<file path="config.mk">
export PLATFORM = sky130hd
export DESIGN_NAME = peri_bus_arbiter_flat
export DESIGN_NICKNAME = d
export VERILOG_FILES = /design/src/rtl/peri_bus_arbiter_if.sv /design/src/rtl/peri_bus_arbiter.sv /design/src/flat_wrapper.sv
export SDC_FILE = /design/constraint.sdc
export NUM_CORES = 1
export LEC_CHECK = 0
export ABC_AREA = 1
export CAP_MARGIN = 20
export CORE_MARGIN = 1
export CORE_UTILIZATION = 42
export DETAILED_ROUTE_END_ITERATION = 10
export MAX_ROUTING_LAYER = met4
export PLACE_DENSITY = 0.81
export SYNTH_ARGS = -nofsm -noshare
export SYNTH_HDL_FRONTEND = slang
export SYNTH_SLANG_ARGS = --single-unit
</file>
<file path="constraint.sdc">
create_clock -name clk -period 2.8 [get_ports clk]
set_clock_uncertainty 0.2 [all_clocks]
set_input_delay 0.56 -clock clk [delete_from_list [all_inputs] [get_ports clk]]
set_output_delay 0.56 -clock clk [all_outputs]
set_load 0.005 [all_outputs]
</file>
<file path="src/rtl/peri_bus_arbiter_if.sv">
// Bus bundle for peri_bus_arbiter: two requesting masters (m0 = CPU MEM
// stage, m1 = debug/UART bridge) plus the single peripheral slave port.
// The "slave" modport is the arbiter's view (it serves the masters).
// The "master" modport is the environment's view (masters and the peripheral).
interface peri_bus_arbiter_if;
  // master 0 request/response
  logic        m0_req;
  logic        m0_we;
  logic [31:0] m0_addr;
  logic [31:0] m0_wdata;
  logic [31:0] m0_rdata;
  logic        m0_ack;
  logic        m0_err;

  // master 1 request/response
  logic        m1_req;
  logic        m1_we;
  logic [31:0] m1_addr;
  logic [31:0] m1_wdata;
  logic [31:0] m1_rdata;
  logic        m1_ack;
  logic        m1_err;

  // peripheral register window
  logic        peri_cre_o;
  logic        peri_cwe_o;
  logic [31:0] peri_addr_o;
  logic [31:0] peri_wdata_o;
  logic [31:0] peri_rdata_i;

  modport slave (
    input  m0_req, m0_we, m0_addr, m0_wdata,
    output m0_rdata, m0_ack, m0_err,
    input  m1_req, m1_we, m1_addr, m1_wdata,
    output m1_rdata, m1_ack, m1_err,
    output peri_cre_o, peri_cwe_o, peri_addr_o, peri_wdata_o,
    input  peri_rdata_i
  );

  modport master (
    output m0_req, m0_we, m0_addr, m0_wdata,
    input  m0_rdata, m0_ack, m0_err,
    output m1_req, m1_we, m1_addr, m1_wdata,
    input  m1_rdata, m1_ack, m1_err,
    input  peri_cre_o, peri_cwe_o, peri_addr_o, peri_wdata_o,
    output peri_rdata_i
  );
endinterface

</file>
<file path="src/rtl/peri_bus_arbiter.sv">
// peri_bus_arbiter: round-robin arbitration of two masters onto one
// peripheral register window. Every transaction takes IDLE -> BUS -> RESP:
// request sampled in IDLE, slave strobe during BUS, ack pulse during RESP.
// Misaligned, out-of-window and writes to the read-only SYSTICK register are
// completed with err=1 and never reach the slave.
module peri_bus_arbiter #(
  parameter logic [31:0] PERI_BASE = 32'h4000_0000,
  parameter logic [31:0] PERI_LAST = 32'h4000_0014,
  parameter logic [31:0] RO_ADDR   = 32'h4000_0014
) (
  input logic               clk,
  input logic               rst,
  peri_bus_arbiter_if.slave bus
);

  localparam logic [1:0] ST_IDLE = 2'd0;
  localparam logic [1:0] ST_BUS  = 2'd1;
  localparam logic [1:0] ST_RESP = 2'd2;

  // per-master views of the interface so the datapath can be indexed
  logic [1:0]  req_v;
  logic [1:0]  we_v;
  logic [1:0]  want_v;
  logic [31:0] addr_v  [2];
  logic [31:0] wdata_v [2];

  // per-master registered responses
  logic        ack_reg   [2];
  logic        err_reg   [2];
  logic [31:0] rdata_reg [2];

  // arbiter state and the latched request of the granted master
  logic [1:0]  state_reg, state_next;
  logic        gnt_reg, gnt_next;
  logic        last_gnt_reg, last_gnt_next;
  logic        we_reg, we_next;
  logic [31:0] addr_reg, addr_next;
  logic [31:0] wdata_reg, wdata_next;

  logic        pick;
  logic        req_err;
  logic        in_bus;
  logic        strobe_en;

  assign req_v      = {bus.m1_req, bus.m0_req};
  assign we_v       = {bus.m1_we, bus.m0_we};
  assign addr_v[0]  = bus.m0_addr;
  assign addr_v[1]  = bus.m1_addr;
  assign wdata_v[0] = bus.m0_wdata;
  assign wdata_v[1] = bus.m1_wdata;

  assign bus.m0_ack   = ack_reg[0];
  assign bus.m0_err   = err_reg[0];
  assign bus.m0_rdata = rdata_reg[0];
  assign bus.m1_ack   = ack_reg[1];
  assign bus.m1_err   = err_reg[1];
  assign bus.m1_rdata = rdata_reg[1];

  // On a tie the master that did not win last time gets the bus; otherwise
  // the lone requester wins (want_v[1] selects m1 only when m1 is asking).
  assign pick = (want_v == 2'b11) ? ~last_gnt_reg : want_v[1];

  // Error classification is done on the latched request so that master-side
  // changes after the grant cannot affect it.
  assign req_err = (addr_reg[1:0] != 2'b00) ||
                   (addr_reg < PERI_BASE)   ||
                   (addr_reg > PERI_LAST)   ||
                   (we_reg && (addr_reg == RO_ADDR));

  assign in_bus    = (state_reg == ST_BUS);
  assign strobe_en = in_bus && !req_err;

  // Slave port: active only for a legal request during BUS. Address and data
  // are forced to zero otherwise, including erroneous requests, so the slave
  // never sees an address it was not meant to decode.
  assign bus.peri_cre_o   = strobe_en && !we_reg;
  assign bus.peri_cwe_o   = strobe_en && we_reg;
  assign bus.peri_addr_o  = strobe_en ? addr_reg  : 32'h0;
  assign bus.peri_wdata_o = strobe_en ? wdata_reg : 32'h0;

  // Next-state logic: grant and latch in IDLE, one BUS cycle, one RESP cycle.
  always_comb begin
    state_next    = state_reg;
    gnt_next      = gnt_reg;
    last_gnt_next = last_gnt_reg;
    we_next       = we_reg;
    addr_next     = addr_reg;
    wdata_next    = wdata_reg;
    case (state_reg)
      ST_IDLE: begin
        if (want_v != 2'b00) begin
          gnt_next      = pick;
          last_gnt_next = pick;
          we_next       = we_v[pick];
          addr_next     = addr_v[pick];
          wdata_next    = wdata_v[pick];
          state_next    = ST_BUS;
        end
      end
      ST_BUS: begin
        state_next = ST_RESP;
      end
      ST_RESP: begin
        // drop the latched request once it has been answered
        we_next    = 1'b0;
        addr_next  = 32'h0;
        wdata_next = 32'h0;
        state_next = ST_IDLE;
      end
      default: begin
        state_next = ST_IDLE;
      end
    endcase
  end

  // State register; reset abandons any transaction in flight and lets m0 win
  // the first tie.
  always_ff @(posedge clk) begin
    if (rst) begin
      state_reg    <= ST_IDLE;
      gnt_reg      <= 1'b0;
      last_gnt_reg <= 1'b1;
      we_reg       <= 1'b0;
      addr_reg     <= 32'h0;
      wdata_reg    <= 32'h0;
    end else begin
      state_reg    <= state_next;
      gnt_reg      <= gnt_next;
      last_gnt_reg <= last_gnt_next;
      we_reg       <= we_next;
      addr_reg     <= addr_next;
      wdata_reg    <= wdata_next;
    end
  end

  genvar gi;
  generate
    for (gi = 0; gi < 2; gi++) begin : g_master
      localparam logic IDX = 1'(gi);

      logic mine;

      // the granted master's BUS cycle is the one whose result gets registered
      assign mine = in_bus && (gnt_reg == IDX);

      // a master already seeing its ack is finishing, not asking again
      assign want_v[gi] = req_v[gi] && !ack_reg[gi];

      // Response registers: ack/err pulse during RESP; rdata captured at the
      // end of BUS and held until this master's next transaction.
      always_ff @(posedge clk) begin
        if (rst) begin
          ack_reg[gi]   <= 1'b0;
          err_reg[gi]   <= 1'b0;
          rdata_reg[gi] <= 32'h0;
        end else begin
          ack_reg[gi] <= mine;
          err_reg[gi] <= mine && req_err;
          if (mine) begin
            rdata_reg[gi] <= (!req_err && !we_reg) ? bus.peri_rdata_i : 32'h0;
          end
        end
      end
    end
  endgenerate

endmodule

</file>
<file path="src/flat_wrapper.sv">
// flat-port wrapper written by rule: the top's interface ports become plain ports
module peri_bus_arbiter_flat 
#(
  parameter logic [31:0] PERI_BASE = 32'h4000_0000,
  parameter logic [31:0] PERI_LAST = 32'h4000_0014,
  parameter logic [31:0] RO_ADDR   = 32'h4000_0014
)
  (clk, rst, bus_m0_req, bus_m0_we, bus_m0_addr, bus_m0_wdata, bus_m0_rdata, bus_m0_ack, bus_m0_err, bus_m1_req, bus_m1_we, bus_m1_addr, bus_m1_wdata, bus_m1_rdata, bus_m1_ack, bus_m1_err, bus_peri_cre_o, bus_peri_cwe_o, bus_peri_addr_o, bus_peri_wdata_o, bus_peri_rdata_i);
  peri_bus_arbiter_if bus_i ();
  input logic clk;
  input logic rst;
  input wire logic [$bits(bus_i.m0_req)-1:0] bus_m0_req;
  input wire logic [$bits(bus_i.m0_we)-1:0] bus_m0_we;
  input wire logic [$bits(bus_i.m0_addr)-1:0] bus_m0_addr;
  input wire logic [$bits(bus_i.m0_wdata)-1:0] bus_m0_wdata;
  output wire logic [$bits(bus_i.m0_rdata)-1:0] bus_m0_rdata;
  output wire logic [$bits(bus_i.m0_ack)-1:0] bus_m0_ack;
  output wire logic [$bits(bus_i.m0_err)-1:0] bus_m0_err;
  input wire logic [$bits(bus_i.m1_req)-1:0] bus_m1_req;
  input wire logic [$bits(bus_i.m1_we)-1:0] bus_m1_we;
  input wire logic [$bits(bus_i.m1_addr)-1:0] bus_m1_addr;
  input wire logic [$bits(bus_i.m1_wdata)-1:0] bus_m1_wdata;
  output wire logic [$bits(bus_i.m1_rdata)-1:0] bus_m1_rdata;
  output wire logic [$bits(bus_i.m1_ack)-1:0] bus_m1_ack;
  output wire logic [$bits(bus_i.m1_err)-1:0] bus_m1_err;
  output wire logic [$bits(bus_i.peri_cre_o)-1:0] bus_peri_cre_o;
  output wire logic [$bits(bus_i.peri_cwe_o)-1:0] bus_peri_cwe_o;
  output wire logic [$bits(bus_i.peri_addr_o)-1:0] bus_peri_addr_o;
  output wire logic [$bits(bus_i.peri_wdata_o)-1:0] bus_peri_wdata_o;
  input wire logic [$bits(bus_i.peri_rdata_i)-1:0] bus_peri_rdata_i;
  assign bus_i.m0_req = bus_m0_req;
  assign bus_i.m0_we = bus_m0_we;
  assign bus_i.m0_addr = bus_m0_addr;
  assign bus_i.m0_wdata = bus_m0_wdata;
  assign bus_m0_rdata = bus_i.m0_rdata;
  assign bus_m0_ack = bus_i.m0_ack;
  assign bus_m0_err = bus_i.m0_err;
  assign bus_i.m1_req = bus_m1_req;
  assign bus_i.m1_we = bus_m1_we;
  assign bus_i.m1_addr = bus_m1_addr;
  assign bus_i.m1_wdata = bus_m1_wdata;
  assign bus_m1_rdata = bus_i.m1_rdata;
  assign bus_m1_ack = bus_i.m1_ack;
  assign bus_m1_err = bus_i.m1_err;
  assign bus_peri_cre_o = bus_i.peri_cre_o;
  assign bus_peri_cwe_o = bus_i.peri_cwe_o;
  assign bus_peri_addr_o = bus_i.peri_addr_o;
  assign bus_peri_wdata_o = bus_i.peri_wdata_o;
  assign bus_i.peri_rdata_i = bus_peri_rdata_i;
  peri_bus_arbiter #(.PERI_BASE(PERI_BASE), .PERI_LAST(PERI_LAST), .RO_ADDR(RO_ADDR)) u_core (.clk(clk), .rst(rst), .bus(bus_i));
endmodule
</file>
### Word level (Yosys, flattened, before mapping)

Memory sizes are Yosys's and may differ from the RTL's.
Index checks and enable logic that the tools add are counted.

| storage, ports and cells | value |
|---|---|
| register bits after elaboration | 69 |
| bits in writable memories | 68 |
| memories kept | 3 |

| operators by class | value |
|---|---|
| order comparisons | 4 |
| equality and inequality tests | 5 |
| multiplexer cells | 35 |
| bitwise operators | 9 |
| reductions and logical operators | 24 |

Memories:

| memory | words | bits a word | read ports | clocked after memory_dff | wr ports | line | source |
|---|---|---|---|---|---|---|---|
| u_core.rdata_reg | 2 | 32 | 2 | 0 | 2 | peri_bus_arbiter.sv:30 | `logic [31:0] rdata_reg [2];` |
| u_core.ack_reg | 2 | 1 | 2 | 0 | 2 | peri_bus_arbiter.sv:28 | `logic ack_reg [2];` |
| u_core.err_reg | 2 | 1 | 2 | 0 | 2 | peri_bus_arbiter.sv:29 | `logic err_reg [2];` |

Operators with widths:

| operator | count |
|---|---|
| two-way mux 32 bit | 13 |
| case mux 32 bit (2 select lines) | 2 |
| equality test 32 x 31 -> 1 bit, second input constant | 1 |
| > comparator 32 x 31 -> 1 bit, second input constant | 1 |
| less-than comparator 32 x 31 -> 1 bit, second input constant | 1 |
| two-way mux 1 bit | 17 |
| logical AND 1 bit | 11 |
| bitwise OR 1 bit | 6 |
| nonzero test 2 bit | 3 |
| equality test 2 bit, second input constant | 2 |
| zero test 1 bit | 4 |
| case mux 2 bit (2 select lines) | 1 |
| AND reduction 2 bit | 2 |
| logical OR 1 bit | 3 |
| equality test 2 x 1 -> 1 bit, second input constant | 1 |
| greater-or-equal comparator 2 bit, second input constant | 1 |
| zero test 2 bit | 1 |
| less-than comparator 1 x 2 -> 1 bit, second input constant | 1 |
| two-way mux 2 bit | 1 |
| != test 2 x 1 -> 1 bit, second input constant | 1 |
| NOT 1 bit | 2 |
| NOT 1 -> 2 bit | 1 |
| case mux 1 bit (2 select lines) | 1 |

### Longest topological paths before layout

Gate-level depths: netlist of the first run.

| logic depth | value |
|---|---|
| depth after elaboration | 10 |
| mapped depth | 9 |
| gate-level depth less buffers | 9 |

### Least setup slack after synthesis of the first run

Ideal clock, no wire load.

| timing path | value |
|---|---|
| kind | input -> register |
| start point | input port rst |
| end point | memory u_core.rdata_reg[1][0], enable pin |
| arrival time | 1,775 ps |
| data required time | 2,211 ps |
| path slack | 436 ps |
| stages | 4 |
| path buffers | 2 |
| path through | clkbuf_1 > buf_2 > inv_1 > nand2_1 |

RTL lines:

| item | line | source |
|---|---|---|
| start, declared | flat_wrapper.sv:11 | `input logic rst;` |
| end, declared | peri_bus_arbiter.sv:30 |  |

### Final worst setup path of the first run

| timing path | value |
|---|---|
| start point | register u_core.addr_reg[1] |
| end point | output port bus_peri_wdata_o[2] |

| on the way | value |
|---|---|
| cells in the longest elaborated chain, start to end | 7 |
| elaborated cells between the ends (all ways) | 11 |
| those cells by class | order compare (2); eq/ne (1); mux (1); reduce/logical (7) |

Ends and longest elaborated chain:

| item | line | source |
|---|---|---|
| start, declared | peri_bus_arbiter.sv:37 | `logic [31:0] addr_reg, addr_next;` |
| start signal, assigned | peri_bus_arbiter.sv:131 | `addr_reg <= addr_next;` |
| less-than comparator 32 x 31 -> 1 bit / nonzero test 2 bit (equally long branches) | peri_bus_arbiter.sv:66, peri_bus_arbiter.sv:65 |  |
| logical OR 1 bit | peri_bus_arbiter.sv:65 | `assign req_err = (addr_reg[1:0] != 2'b00) \|\|` |
| logical OR 1 bit | peri_bus_arbiter.sv:66 | `(addr_reg < PERI_BASE) \|\|` |
| logical OR 1 bit (*) | peri_bus_arbiter.sv:67 | `(addr_reg > PERI_LAST) \|\|` |
| zero test 1 bit (*) | peri_bus_arbiter.sv:71 | `assign strobe_en = in_bus && !req_err;` |
| logical AND 1 bit (*) | peri_bus_arbiter.sv:71 |  |
| two-way mux 32 bit (*) | peri_bus_arbiter.sv:79 | `assign bus.peri_wdata_o = strobe_en ? wdata_reg : 32'h0;` |
| end, declared | flat_wrapper.sv:29 | `output wire logic [$bits(bus_i.peri_wdata_o)-1:0] bus_peri_wdata_o;` |

Every way passes the cells marked *; elsewhere a longest branch is shown, timed or not.

==> impl_metrics.yaml, run 1 <==
setup_path:
  cp_slowest_stage_delay_ns: 0.33
  crit_path_frequent_cell: "nand2_1"
  crit_required_ns: 2.04
  cpLargestDelayFamily: "simple AND/OR/NAND/NOR gates"
  worstPathArrival_ns: 1.93
  crit_slowest_cell: "dfxtp_2"
  r2r_start: "u_core.addr_reg[1]$_SDFFE_PP0P_"
  crit_chain: "nor2_2, buf_4, nand2_1, nand2_1, nand2_1, nand2_2, nand3_4, buf_6, buf_6, nor2_4, clkbuf_2"
  critPathBufInv: 4
  cp_max_fo: 6
  criticalPathCategory: "flop to primary output"
  worstSetupEndpointType: "primary output"
  start_kind: "flop"
  startpoint: "u_core.addr_reg[1]$_SDFFE_PP0P_"
layout:
  area_delta_synth_final_pct: 51.9
  final_cell_count_no_fill: 1254
  largest_register_ffs: 64
  diodes: 0
  layout.nets: 1219
  drive_gt1_share_pct: 14.5
  postLayoutCoreUtil_pct: 64.9
  multi_input_area_sq_um: 2570
  n_fill_cell: 1288
  register_area_sq_um: 3390
timing:
  setup_viol: 0
  rsz0062_at_grt: "true"
  final_max_slew_viol_count: 0
  timing.final.crit_share_pct: 95.9
  relSlewSlack_pct: 59.1
  hold_viol: 0
  max_freq_mhz: 372
  worst_hold_slack_ns: 0.269
  min_period_ns: 2.69
  setup_ws_ns: 0.114
  worst_pin_slew_ns: 0.612
clocking:
  htree_levels: 4
  clock-sinks: 137
  tritoncts: "yes"
  clk_pin_slew_worst_paths_ns: 0.06
  numCtsBuffers: 17
  cts_root_buffer: "clkbuf_16"
  worst_skew_pair.late_latency_ns: 0.42
  clk_path_buf_depth: 2
  cts_hold_buf: 0
logic_synthesis:
  syn-cell-area_sq_um: 6470
  ys_warn_count: 0
  synth_cell_types: 23
  synth_cells: 795
  ys_seq_area_share_pct: 52.3
  avgSynthCellArea_sq_um: 8.14
  ys_ff_latch: 137
routing:
  firstDrtPassIters: 5
  drtIter0Drc: 504
  wl_per_cell_microns: 15.3
  vias: 6318
  route.detailed.drc: 0
  post_drt_via_cell_ratio: 5.04
  drtAntennaViolNets: 0
  wirelength_mm: 19.2
hold_path:
  hp-class: "flop to flop"
  hold_start: "u_core.gnt_reg$_SDFFE_PP0P_"
floorplanning:
  rows: 45
  core_sq_um: 15100
  die_h_microns: 126
  pin_count: 300
  dieArea_sq_um: 15900
  start_util_pct: 42.7
  die_w_microns: 126
global_routing:
  grt_overflow: 0
  grtUsageTotal_pct: 24.9
  grt_pass1_wl_mm: 29.8
  antenna_found_initial: 0
  grt_max_degree: 103
  first_global_vias: 5796
power:
  power.leakage_nw: 3.72
  max-vdd-ir-drop_mv: 0.392
  power_mw: 5.56
  power.density_nw_per_um2: 566
outcome:
  status: "finished, final reports clean"
place:
  place_ws_ns: 0.112
  dpl.hpwl_mm: 13.2
  place_inst: 1210
  io_buffers: 271
  globalplace.congestion: 0.818
run:
  max-cap-violations: 0
==> area by class of cell <==
cell class                 instances  area share, %
inverter                          52           1.98
clock buffer                      17           4.33
multi-input combinational        544           26.1
tap                              188           2.39
sequential                       137           34.4
clock inverter                    15           1.70
timing repair buffer             301           29.0
==> worst register-to-register path, delay by kind of cell (launching register included) <==
family,cells,cell delay [ns]
buffers and inverters,3,0.51
flip-flops,1,0.33
AND/OR/NAND/NOR,6,0.93
==> power by group <==
part           internal, mW  total, mW  switching (mW)
clock network          1.33       2.24           0.912
logic                 0.485      0.989           0.504
registers              2.26       2.33          0.0735
total                  4.07       5.56            1.49
==> cell usage in the layout (no fill, tap or decap), types with 31 or more instances in the layout <==
cell type | synthesis | routed
edfxtp_1 | 64 | 64
clkdlybuf4s50_1 | 0 | 232
nand3_1 | 67 | 67
inv_1 | 48 | 47
nor2_1 | 228 | 217
o21ai_0 | 55 | 55
buf_2 | 19 | 35
nand4_1 | 32 | 32
a21oi_1 | 66 | 66
dfxtp_1 | 73 | 71
nor2_2 | 31 | 31
==> cell usage after synthesis (all sizes together) <==
cell type,instances,area [sq um]
edfxtp,64,1920
dfxtp,73,1460
conb,1,3.75
clkinv,1,3.75
nor3,1,5.00
nand4,32,200
a21oi,66,330
clkbuf,24,90.1
o21ai,66,330
nand3,68,353
nor2,260,1060
nand2,23,88.8
buf,65,433
inv,51,191
==> cells by family after synthesis <==
group / after synthesis / share of synthesized area [%]
compound gates: 132 / 10.2
buf+inv: 141 / 11.1
simple gates: 384 / 26.4
other cells: 1 / 0.0579
flops: 137 / 52.3
==> layer usage <==
metal  GRT usage [%]  part of all wire [%]  vias to the layer above
li1                -                     -                     3088
met4            10.1                   2.2                        0
met2            41.4                    50                      306
met1            28.8                    40                     2892
met5               -                     0                        -
met3            6.16                   7.6                       32
==> worst paths after layout <==
kind	to	slack, ns	cells after the start
min reg2reg	u_core.gnt_reg$_SDFFE_PP0P_	0.27	2
max	bus_peri_wdata_o[2]	0.11	11
max reg2reg	u_core.rdata_reg[0][11]$_SDFFCE_PN0P_	0.65	9
min	u_core.gnt_reg$_SDFFE_PP0P_	0.27	2
==> stage by stage <==
stage | instance area, sq um | TNS (ns)
6_report | 9830 | 0
5_1_grt | 9830 | -0.0819
4_1_cts | 9860 | -0.832
3_5_place_dp | 9210 | 0
3_3_place_gp | 9210 | 0
2_1_floorplan | 6580 | 0
==> what timing repair did <==
action                                  in CTS  in global routing
endpoints found under the setup margin      38                 38
setup buffers                               11                  5
pin swaps                                    4                 10
gates resized for setup                    168                 25
endpoints found under the hold margin        0                  0
gates cloned                                 2                  0
Power figures use the tool's default switching activity.
==> inputs of run 2 (changes only) <==
--- a/config.mk
+++ b/config.mk
@@ -7,7 +7,7 @@
 export LEC_CHECK = 0
 export ABC_AREA = 1
 export CAP_MARGIN = 20
-export CORE_MARGIN = 1
+export CORE_MARGIN = 8
 export CORE_UTILIZATION = 42
 export DETAILED_ROUTE_END_ITERATION = 10
 export MAX_ROUTING_LAYER = met4
==> run 2 against run 1 <==
Die area rose by 23%. Cell count rose by 0.40%. Final area barely moved. Global-route usage fell by 3.2 points. Largest cell class unchanged. Largest power group unchanged. Highest routed layer unchanged.
==> impl_metrics.yaml, run 2 (synthesized netlist as in run 1, its figures left out) <==
setup_path:
  crit_required_ns: 2.04
  start_kind: "flop"
  crit_slowest_cell: "dfxtp_1"
  cp_slowest_stage_delay_ns: 0.32
  critPathBufInv: 5
  cp_max_fo: 12
  crit_chain: "nor2_2, inv_1, nor2_2, nand2_2, nor2_4, nand3_4, buf_6, buf_16, inv_1, clkdlybuf4s15_1"
  worstPathArrival_ns: 1.88
  cpLargestDelayFamily: "buffers and inverters"
  worstSetupEndpointType: "primary output"
  criticalPathCategory: "flop to primary output"
timing:
  hold_viol: 0
  worst_hold_slack_ns: 0.270
  tns_ns: 0
  worst_pin_slew_ns: 0.601
  rsz0062_at_grt: "false"
  max_freq_mhz: 378
  timing.final.crit_share_pct: 94.4
  final_max_slew_viol_count: 0
  relSlewSlack_pct: 59.8
  min_period_ns: 2.64
  setup_viol: 0
clocking:
  clk_pin_slew_worst_paths_ns: 0.06
  cts_root_buffer: "clkbuf_16"
  htree_levels: 4
  tritoncts: "yes"
  clock-sinks: 137
  numCtsBuffers: 17
  clk_path_buf_depth: 2
  worst_skew_pair.late_latency_ns: 0.41
place:
  dpl.hpwl_mm: 15.6
  globalplace.congestion: 0.838
  dpl_cell_area_sq_um: 9230
  io_buffers: 271
layout:
  n_fill_cell: 1279
  layout.nets: 1223
  layout_common_cells: "clkdlybuf4s50_1 (232), nor2_1 (220), dfxtp_1 (72)"
  finalInstanceArea_sq_um: 9840
  mostFrequentLayoutCell: "clkdlybuf4s50_1"
  largest_register_ffs: 64
  drive_gt1_share_pct: 14.2
  area_delta_synth_final_pct: 52.0
power:
  power.leakage_nw: 3.73
  power.density_nw_per_um2: 573
  p_clk_share_pct: 40.9
  max-vdd-ir-drop_mv: 0.395
  p_switching_mw: 1.41
  p_comb_share_pct: 17.7
  p_int_mw: 4.22
  power_mw: 5.64
  power_frac_seq_pct: 41.4
  switching_share_pct: 25.1
routing:
  post_drt_via_cell_ratio: 5.03
  vias: 6336
  wl_per_cell_microns: 17.0
  route.detailed.drc: 0
  wirelength_mm: 21.4
  drtAntennaViolNets: 0
  drtIter0Drc: 350
  firstDrtPassIters: 5
floorplanning:
  pin_count: 300
  start_util_pct: 42.7
  core_sq_um: 15100
  die_h_microns: 140
  dieArea_sq_um: 19600
  die_w_microns: 140
  rows: 45
outcome:
  status: "finished, final reports clean"
global_routing:
  first_global_vias: 6183
  grt_max_degree: 46
  grt_overflow: 0
  antenna_found_initial: 1
  grt_pass1_wl_mm: 32.9
  grtUsageTotal_pct: 21.8
hold_path:
  hp-class: "flop to flop"
run:
  max-cap-violations: 0
-- run 2: cell types whose count changed in the layout (fill, tap and decap cells not counted), sizes merged, moves of 2 or more --
cell | previous run | this run
inv | 57 | 51
clkbuf | 20 | 39
bufinv | 2 | 4
buf | 65 | 50
clkinv | 4 | 11
clkinvlp | 4 | 1
-- run 2: final cells by class --
class | count | area, sq um | share of cell area, %
flip-flops and latches | 137 | 3380 | 34.4
clock buffers | 17 | 425 | 4.32
inverters | 52 | 195 | 1.98
clock inverters | 15 | 183 | 1.86
well taps | 188 | 235 | 2.39
repair buffers | 305 | 2890 | 29.3
diodes | 1 | 2.50 | 0.0254
multi-input cells | 544 | 2530 | 25.7
-- run 2: repair_timing --
item / CTS / global route
gates resized for setup: 94 / 58
pin swaps: 4 / 5
setup endpoints to repair: 38 / 38
buffers inserted: 10 / 2
hold buffers: 0 / 0
gates cloned: 2 / 0
-- run 2: per-layer routing --
layer	global-route usage, %	vias to the layer above	wire length (microns)
met4	6.97	0	293
met5	-	-	0
met3	4.93	21	1690
met2	35.7	313	10400
li1	-	3100	-
met1	26.1	2902	9060
-- run 2: path summary, 6_finish.rpt --
| check | startpoint | endpoint | slack (ns) | cells past startpoint |
|---|---|---|---|---|
| min | u_core.gnt_reg$_SDFFE_PP0P_ | u_core.gnt_reg$_SDFFE_PP0P_ | 0.27 | 2 |
| min reg2reg | u_core.gnt_reg$_SDFFE_PP0P_ | u_core.gnt_reg$_SDFFE_PP0P_ | 0.27 | 2 |
| max | u_core.addr_reg[0]$_SDFFE_PP0P_ | bus_peri_addr_o[30] | 0.16 | 10 |
| max reg2reg | u_core.addr_reg[0]$_SDFFE_PP0P_ | u_core.rdata_reg[0][1]$_SDFFCE_PN0P_ | 0.62 | 11 |
-- run 2: power groups by stage --
stage | sequential, mW | combinational [mW] | clock (mW)
6_report | 2.34 | 0.996 | 2.31
5_1_grt | 2.35 | 1.10 | 2.43
4_1_cts | 2.33 | 0.995 | 2.33
3_5_place_dp | 2.37 | 0.986 | 0
3_3_place_gp | 2.37 | 0.978 | 0
2_1_floorplan | 2.37 | 0.519 | 0
-- run 2: worst reg2reg max path, stage by stage (launching register included) --
cell     delay [ns]
dfxtp_1        0.32
nor2_2         0.13
inv_1          0.06
nor2_2         0.12
nand2_2        0.08
nor2_4         0.12
buf_4          0.12
buf_4          0.09
buf_4          0.10
buf_4          0.32
nand4_1        0.22
nor2_1         0.17
-- run 2: stage by stage --
stage	setup WS [ns]	util, %	cells
2_1_floorplan	0.436	-	822
3_3_place_gp	0.166	60.9	1213
3_5_place_dp	0.149	60.9	1213
4_1_cts	-0.0802	65.9	1257
5_1_grt	0.00420	65.0	1259
6_report	0.157	65.0	1259
==> inputs of run 3 (changes only) <==
--- a/config.mk
+++ b/config.mk
@@ -11,7 +11,7 @@
 export CORE_UTILIZATION = 42
 export DETAILED_ROUTE_END_ITERATION = 10
 export MAX_ROUTING_LAYER = met4
-export PLACE_DENSITY = 0.81
+export PLACE_DENSITY = 0.8
 export SYNTH_ARGS = -nofsm -noshare
 export SYNTH_HDL_FRONTEND = slang
 export SYNTH_SLANG_ARGS = --single-unit
==> run 3 against run 2 <==
The run now ends with negative setup slack left. Count of clock-buffer cells in the layout unchanged. Critical endpoint is now bus_peri_wdata_o[0]. Sequential cell count unchanged. Combinational power decreased by 2%. Highest routed layer unchanged. Fmax decreased by 8.1%. Largest cell class unchanged. Global-route usage decreased by 0.29 points. Final area decreased by 0.42%. Register-to-register slack improved by 0.13 ns. Die area unchanged.
==> impl_metrics.yaml, run 3 (synthesized netlist as in run 1, its figures left out) <==
outcome:
  status: "finished, violations left"
  violations: "negative setup slack"
global_routing:
  first_global_vias: 6014
  grtUsageTotal_pct: 21.5
  antenna_found_initial: 0
  grt_max_degree: 82
  grt_overflow: 0
  grt_pass1_wl_mm: 32.3
routing:
  drtIter0Drc: 415
  wl_per_cell_microns: 16.6
  route.detailed.drc: 0
  wirelength_mm: 20.7
  firstDrtPassIters: 5
  vias: 6222
  drtAntennaViolNets: 0
  post_drt_via_cell_ratio: 4.98
power:
  power.leakage_nw: 3.77
  p_int_mw: 4.16
  p_comb_share_pct: 17.3
  power_mw: 5.63
  p_switching_mw: 1.46
  p_clk_share_pct: 41.2
  power.density_nw_per_um2: 574
  max-vdd-ir-drop_mv: 0.422
  power_frac_seq_pct: 41.4
  switching_share_pct: 26.0
place:
  place_ws_ns: 0.165
  globalplace.congestion: 0.838
  dpl.hpwl_mm: 15.1
  io_buffers: 271
  place_inst: 1211
  dpl_cell_area_sq_um: 9200
clocking:
  worst_skew_pair.late_latency_ns: 0.42
  htree_levels: 4
  cts_root_buffer: "clkbuf_16"
  clk_path_buf_depth: 2
  numCtsBuffers: 17
  clk_pin_slew_worst_paths_ns: 0.06
  cts_hold_buf: 0
  clock-sinks: 137
  tritoncts: "yes"
setup_path:
  crit_required_ns: 2.04
  start_kind: "flop"
  worstSetupEndpointType: "primary output"
  crit_chain: "nor2_1, nand2_1, nor2_1, nand2_1, nor2_4, nand3_4, nor2_1, clkdlybuf4s50_1"
  crit_path_frequent_cell: "nor2_1"
  cp_slowest_stage_delay_ns: 0.57
  worstPathArrival_ns: 2.12
  cp_max_fo: 7
  criticalPathCategory: "flop to primary output"
  crit_slowest_cell: "clkdlybuf4s50_1"
floorplanning:
  core_sq_um: 15100
  pin_count: 300
  dieArea_sq_um: 19600
  rows: 45
  die_h_microns: 140
  die_w_microns: 140
  start_util_pct: 42.7
timing:
  setup_ws_ns: -0.0760
  worst_hold_slack_ns: 0.262
  max_freq_mhz: 348
  tns_ns: -0.0760
  final_max_slew_viol_count: 0
  hold_viol: 0
  worst_pin_slew_ns: 0.706
  setup_viol: 1
  timing.final.crit_share_pct: 103
  rsz0062_at_grt: "true"
  relSlewSlack_pct: 52.9
  min_period_ns: 2.88
layout:
  area_delta_synth_final_pct: 51.4
  n_fill_cell: 1297
  final_cell_count_no_fill: 1250
  finalInstanceArea_sq_um: 9800
  diodes: 0
  mostFrequentLayoutCell: "clkdlybuf4s50_1"
  layout.nets: 1215
  postLayoutCoreUtil_pct: 64.7
  layout_common_cells: "clkdlybuf4s50_1 (233), nor2_1 (226), dfxtp_1 (72)"
  largest_register_ffs: 64
  drive_gt1_share_pct: 11.0
run:
  max-cap-violations: 0
hold_path:
  hp-class: "flop to flop"
==> run 3: changes by cell type in the layout (fill, tap and decap cells not counted), sizes merged <==
cell           change
clkbuf             -8
dlygate4sd2       +17
clkdlybuf4s50      +1
bufinv             -1
clkinvlp           -1
inv                +4
clkinv             -2
dlymetal6s2s       +3
diode              -1
buf               -23
clkdlybuf4s15      +2
==> run 3: cell type report <==
| cell class | count | area (sq um) | share of cell area, % |
|---|---|---|---|
| clock inverter | 15 | 193 | 1.97 |
| inverter | 52 | 195 | 1.99 |
| tap | 188 | 235 | 2.40 |
| multi-input combinational | 544 | 2500 | 25.5 |
| sequential | 137 | 3380 | 34.5 |
| clock buffer | 17 | 425 | 4.34 |
| timing repair buffer | 297 | 2870 | 29.3 |
==> run 3: timing repair <==
| action | CTS | global route |
|---|---|---|
| resized for setup | 35 | 37 |
| setup buffers | 2 | 5 |
| setup endpoints to repair | 38 | 37 |
| pin swaps | 0 | 3 |
==> run 3: worst paths after layout <==
kind | from | end | slack (ns) | depth (start not counted)
worst max-delay path | u_core.addr_reg[15]$_SDFFE_PP0P_ | bus_peri_wdata_o[0] | -0.08 | 8
worst min-delay path | u_core.gnt_reg$_SDFFE_PP0P_ | u_core.gnt_reg$_SDFFE_PP0P_ | 0.26 | 2
worst max register to register | u_core.addr_reg[15]$_SDFFE_PP0P_ | u_core.rdata_reg[0][3]$_SDFFCE_PN0P_ | 0.75 | 9
worst min register to register | u_core.gnt_reg$_SDFFE_PP0P_ | u_core.gnt_reg$_SDFFE_PP0P_ | 0.26 | 2
==> run 3: layer usage <==
layer / part of all wire [%] / wire, microns / GRT usage [%] / up-vias
met4: 1.7 / 353 / 6.86 / 0
met2: 48 / 9990 / 34.1 / 261
met5: 0 / 0 / - / -
met1: 43 / 8970 / 26.4 / 2854
met3: 6.8 / 1400 / 5.27 / 24
li1: - / - / - / 3083
==> run 3: power by group through the flow <==
stage	Sequential (mW)	Clock (mW)	Combinational, mW
6_report	2.33	2.32	0.976
4_1_cts	2.33	2.36	0.981
3_5_place_dp	2.37	0	0.976
3_3_place_gp	2.36	0	0.968
5_1_grt	2.35	2.45	1.08
2_1_floorplan	2.37	0	0.519
==> run 3: worst max-delay path: cells and delay by family, from the launching register on <==
family	cells	cell delay (ns)
flops	1	0.32
buf+inv	1	0.57
simple gates	7	0.81
